==> config.mk <==
export PLATFORM = sky130hd
export DESIGN_NAME = cpu_core
export DESIGN_NICKNAME = d
export VERILOG_FILES = /design/src/rtl/cpu_core.sv
export SDC_FILE = /design/constraint.sdc
export NUM_CORES = 1
export LEC_CHECK = 0
export CORE_MARGIN = 3
export CORE_UTILIZATION = 50
export CTS_CLUSTER_SIZE = 24
export DETAILED_ROUTE_END_ITERATION = 8
export PLACE_DENSITY = 0.79
export SETUP_SLACK_MARGIN = 0.5
export SYNTH_ARGS = -nofsm -noshare
export SYNTH_HDL_FRONTEND = slang
export SYNTH_SLANG_ARGS = --single-unit
==> constraint.sdc <==
create_clock -name CLK -period 4.65 [get_ports CLK]
set_clock_uncertainty 0.2 [all_clocks]
set_input_delay 0.465 -clock CLK [delete_from_list [all_inputs] [get_ports CLK]]
set_output_delay 0.465 -clock CLK [all_outputs]
set_load 0.01 [all_outputs]
==> src/rtl/cpu_core.sv <==
// cpu_core: 16-bit single-cycle Harvard load/store core that executes one instruction per CLK while in RUN.
// Instruction and data reads are combinational; a store raises dmem_write so the memory commits it at the next edge.
module cpu_core #(
  parameter logic [15:0] RESET_PC = 16'h0000
) (
  input  logic        CLK,
  input  logic        RSTN,
  output logic [15:0] imem_addr,
  input  logic [15:0] imem_rdata,
  output logic [15:0] dmem_addr,
  input  logic [15:0] dmem_rdata,
  output logic [15:0] dmem_wdata,
  output logic        dmem_write,
  input  logic        start,
  input  logic        stop
);

  localparam logic [0:0] MODE_IDLE = 1'b0;
  localparam logic [0:0] MODE_RUN  = 1'b1;

  localparam logic [3:0] OP_ALU  = 4'h0;
  localparam logic [3:0] OP_ADDI = 4'h1;
  localparam logic [3:0] OP_LDI  = 4'h2;
  localparam logic [3:0] OP_LHI  = 4'h3;
  localparam logic [3:0] OP_LD   = 4'h4;
  localparam logic [3:0] OP_ST   = 4'h5;
  localparam logic [3:0] OP_BEQ  = 4'h6;
  localparam logic [3:0] OP_BNE  = 4'h7;
  localparam logic [3:0] OP_JMP  = 4'h8;
  localparam logic [3:0] OP_JAL  = 4'h9;
  localparam logic [3:0] OP_JR   = 4'hA;
  localparam logic [3:0] OP_HALT = 4'hF;

  logic [15:0] pc_q, pc_d;
  logic [0:0]  mode_q, mode_d;
  logic [15:0] regs_q [8];

  logic [3:0]  op;
  logic [2:0]  rd, rs, rt, fn;
  logic [15:0] rd_val, rs_val, rt_val;
  logic [15:0] imm6, imm9, imm12, pc_inc, ea, alu_res;
  logic        run, exec;

  logic        wb_en;
  logic [2:0]  wb_sel;
  logic [15:0] wb_dat;

  assign op    = imem_rdata[15:12];
  assign rd    = imem_rdata[11:9];
  assign rs    = imem_rdata[8:6];
  assign rt    = imem_rdata[5:3];
  assign fn    = imem_rdata[2:0];
  assign imm6  = {{10{imem_rdata[5]}}, imem_rdata[5:0]};
  assign imm9  = {{7{imem_rdata[8]}}, imem_rdata[8:0]};
  assign imm12 = {4'h0, imem_rdata[11:0]};

  // R0 is never written and resets to zero, so indexing it directly reads 0.
  assign rd_val = regs_q[rd];
  assign rs_val = regs_q[rs];
  assign rt_val = regs_q[rt];

  assign pc_inc = pc_q + 16'd1;
  assign ea     = rs_val + imm6;
  assign run    = (mode_q == MODE_RUN);
  assign exec   = run & ~stop;

  always_comb begin
    alu_res = 16'h0000;
    unique case (fn)
      3'd0: alu_res = rs_val + rt_val;
      3'd1: alu_res = rs_val - rt_val;
      3'd2: alu_res = rs_val & rt_val;
      3'd3: alu_res = rs_val | rt_val;
      3'd4: alu_res = rs_val ^ rt_val;
      3'd5: alu_res = {15'h0000, $signed(rs_val) < $signed(rt_val)};
      3'd6: alu_res = rs_val << rt_val[3:0];
      3'd7: alu_res = rs_val >> rt_val[3:0];
    endcase
  end

  always_comb begin
    pc_d   = pc_q;
    mode_d = mode_q;
    wb_en  = 1'b0;
    wb_sel = rd;
    wb_dat = alu_res;
    if (!run) begin
      if (start && !stop) mode_d = MODE_RUN;
    end else if (stop) begin
      mode_d = MODE_IDLE;
    end else begin
      pc_d = pc_inc;
      case (op)
        OP_ALU:  wb_en = 1'b1;
        OP_ADDI: begin wb_en = 1'b1; wb_dat = ea; end
        OP_LDI:  begin wb_en = 1'b1; wb_dat = imm9; end
        OP_LHI:  begin wb_en = 1'b1; wb_dat = {imem_rdata[7:0], rd_val[7:0]}; end
        OP_LD:   begin wb_en = 1'b1; wb_dat = dmem_rdata; end
        OP_BEQ:  if (rd_val == rs_val) pc_d = pc_inc + imm6;
        OP_BNE:  if (rd_val != rs_val) pc_d = pc_inc + imm6;
        OP_JMP:  pc_d = imm12;
        OP_JAL:  begin wb_en = 1'b1; wb_sel = 3'd7; wb_dat = pc_inc; pc_d = imm12; end
        OP_JR:   pc_d = rs_val;
        OP_HALT: mode_d = MODE_IDLE;
        default: ;
      endcase
    end
  end

  always_ff @(posedge CLK) begin
    if (RSTN) begin
      pc_q   <= RESET_PC;
      mode_q <= MODE_IDLE;
      for (int i = 0; i < 8; i++) regs_q[i] <= 16'h0000;
    end else begin
      pc_q   <= pc_d;
      mode_q <= mode_d;
      if (wb_en && (wb_sel != 3'd0)) regs_q[wb_sel] <= wb_dat;
    end
  end

  assign imem_addr  = pc_q;
  assign dmem_addr  = (run && (op == OP_LD || op == OP_ST)) ? ea : 16'h0000;
  assign dmem_wdata = (run && op == OP_ST) ? rd_val : 16'h0000;
  // A reset edge discards the in-flight instruction, so it must not commit a store either.
  assign dmem_write = exec & (op == OP_ST) & ~RSTN;

endmodule

==> metrics.md <==
| Metric | Value |
|---|---|
| HP Class | `input port to register` |
| Slew at the pin closest to its max-slew limit | `1050 ps` |
| First-pass GRT wire length | `92300 um` |
| Antenna violations before repair | `0` |
| Detailed Place HPWL | `45800 um` |
| Remaining global-route overflow | `0` |
| Maxcap violations | `0` |
| Sequential share of the synthesized area | `28.6%` |
| PnR worst setup slack | `37.8 ps` |
| CORE AREA | `0.0283 mm^2` |
| Total GRT Usage | `39.3%` |
| Final setup vio count | `0` |
| Top post-synthesis cells by area | `edfxtp_1 26%, mux4_2 13%, ha_1 6.9%, nor2_1 6.3%, mux2i_1 4.0%` |
| Starting Density | `51.6%` |
| FMAX | `217 MHz` |
| ANT cells | `0` |
| TritonCTS clock tree | `done` |
| Leak | `7.64 nW` |
| WL final | `64100 um` |
| Layout cell share with drive strength beyond 1 | `33.5%` |
| Synth cell count leaders | `247 x nor2_1, 128 x edfxtp_1, 95 x a21oi_1, 89 x nand2_1, 83 x o21ai_0` |
| Total number of yosys warnings | `0` |
| Fin. Hold Viols | `0` |
| Power Density | `288 mW/mm^2` |
| Row cnt | `61` |
| Status | `finished clean` |
| Async SR Flop Fraction | `0%` |
| Cell taking the most area after synthesis | `edfxtp_1` |
| Flops & latches, synth | `145` |
| RSZ-0062 raised after global routing | `true` |
| Required @ worst endpoint | `3980 ps` |
| CP peak stage delay | `510 ps` |
| PortBufs | `84` |
| Total iterations of the first detailed-routing run | `9` |
| Cell with the largest stage delay on the worst path | `mux4_2` |
| Worst hold slack | `184 ps` |
| Period utilisation layout | `99.2%` |
| Util after Layout | `68.1%` |
| Hold Buf Count CTS | `0` |
| Reg clk slew, reported paths | `80 ps` |
| Die Height | `177 um` |
| Worst setup EP type | `output pin` |
| Vias per cell | `6.94` |
| CP arrival | `3950 ps` |
| GP Congestion | `1.05` |
| Post-Place Setup Slack | `-219 ps` |
| H-tree depth | `4` |
| ANT nets after route | `0` |
| Max clock buf depth | `2` |
| Number of global-route vias before repair | `14.7k` |
| Register-to-Register Path Depth | `21` |
| Cts bufs inserted | `17` |
| Most common cell in the netlist | `nor2_1` |
| Cells on Worst Hold Path | `4` |
| Ys flop type | `edfxtp_1` |
| Clock latency on the worst-skew pair | `450 ps` |
| DR WL/cell | `28.7 um` |
| Layout Nets | `1959` |
| Fin. max-slew vios | `0` |
| CP Launch Type | `register` |
| Die width | `177 um` |
| Die area | `0.0313 mm^2` |
| Post-synth EDFFs | `128` |
| Clock Root Buffer | `clkbuf_16` |
| Post-synth top area share | `26.3%` |
| Vias | `15.5k` |
| Setup TNS | `0 ps` |
| CTS sink cnt | `145` |
| Min Tclk post-route | `4610 ps` |
| Synth Instances | `1530` |
| Iteration-0 DRC Markers | `2785` |
| Tot Pwr | `5.56 mW` |
| P&R area growth vs syn | `32.0%` |
| Cell Chain, Critical Path | `mux4_2 > mux2i_4 > buf_12 > inv_8 > ha_4 > buf_4 > a21o_1 > a21oi_2 > o21ai_2 > a311oi_2 > o21ai_1 > nand3_1 > nand2_1 > a21oi_1 > xor2_1 > nor2_1 > dlygate4sd2_1` |
| Avg Cell Area, Syn | `9.55 um^2` |
| Max VDD drop | `0.331 mV` |
| Worst setup path class | `register to output pin` |
| DRC Markers | `0` |
| CP max FO | `2` |
| Synth cell types | `96` |
| Largest net degree at the start of global routing | `51` |
| Io pins | `85` |
| Normalized max-slew margin | `30.1%` |
| Mapped cell area | `0.0146 mm^2` |
==> sequential cells by signal, indices dropped and copies added, names as in the netlist <==
signal	count
regs_q	128
imem_addr	16
mode_q	1
==> through the flow <==
step | std cells | cell area, um^2
after detailed placement | 2150 | 17500
after floorplan | 1545 | 14900
after global routing | 2230 | 19300
after CTS | 2213 | 18700
after global placement | 2150 | 17500
final | 2230 | 19300
==> final timing paths <==
| check | start | endpoint | slack (ps) |
|---|---|---|---|
| max reg2reg | regs_q[0][0] | regs_q[5][8] | 140 |
| max | regs_q[0][0] | dmem_addr[15] | 40 |
| min reg2reg | mode_q | mode_q | 350 |
| min | RSTN | imem_addr[1] | 180 |
==> timing repair <==
action | 4_1_cts | 5_1_grt
resized for setup | 124 | 118
pin swaps | 56 | 54
setup endpoints to repair | 70 | 98
setup buffers | 31 | 17
==> cell families (layout without fill, tap and decap cells) <==
logic type	after synthesis	in the layout	synth area share (%)
simple gates	498	498	15.2
compound gates	388	388	17.7
mux	177	177	21.2
buf+inv	162	469	5.25
flops	145	145	28.6
fa+ha+maj	84	84	7.40
xor+xnor	75	75	4.55
other cells	1	16	0.0257
==> routing by layer <==
metal / global-route usage [%] / part of all wire, % / wire length [um]
met5: 0 / 0 / 0
met4: 18.0 / 6.2 / 3960
met3: 10.1 / 14 / 8860
met2: 62.0 / 45 / 28700
met1: 51.1 / 35 / 22600
==> report_power, final <==
group | leakage [nW] | switching [mW] | internal [mW]
Clock | 0.281 | 0.717 | 0.720
Combinational | 5.90 | 1.46 | 1.14
Sequential | 1.45 | 0.0564 | 1.47
Total | 7.64 | 2.24 | 3.32
==> placed cells by master, fill, tap and decap left out, types with 38 or more instances in the layout <==
cell type and instances:
o21ai_0 69, a21oi_1 83, nor2_4 38, inv_1 44, ha_1 74, mux2i_1 58, edfxtp_1 128, nor2_1 194
buf_4 263, clkdlybuf4s50_1 63, nand2_1 87, mux4_2 82
==> cell type report <==
cell class | instances | area (um^2)
tap | 378 | 473
fill | 2064 | 9030
multi-input combinational | 1238 | 10600
timing repair buffer | 377 | 3180
clock inverter | 15 | 161
inverter | 60 | 243
sequential | 145 | 4190
clock buffer | 17 | 425
==> critical path, delay by kind of cell, from the launching register on <==
family                   cells  cell delay, ps
adder cells (fa/ha/maj)      1             150
multiplexers                 2             700
XOR/XNOR                     1             210
AND/OR/NAND/NOR              3             260
AO/OA/AOI/OAI                6            1120
flip-flops                   1             460
buffers and inverters        4             580
Power figures use the tool's default switching activity.
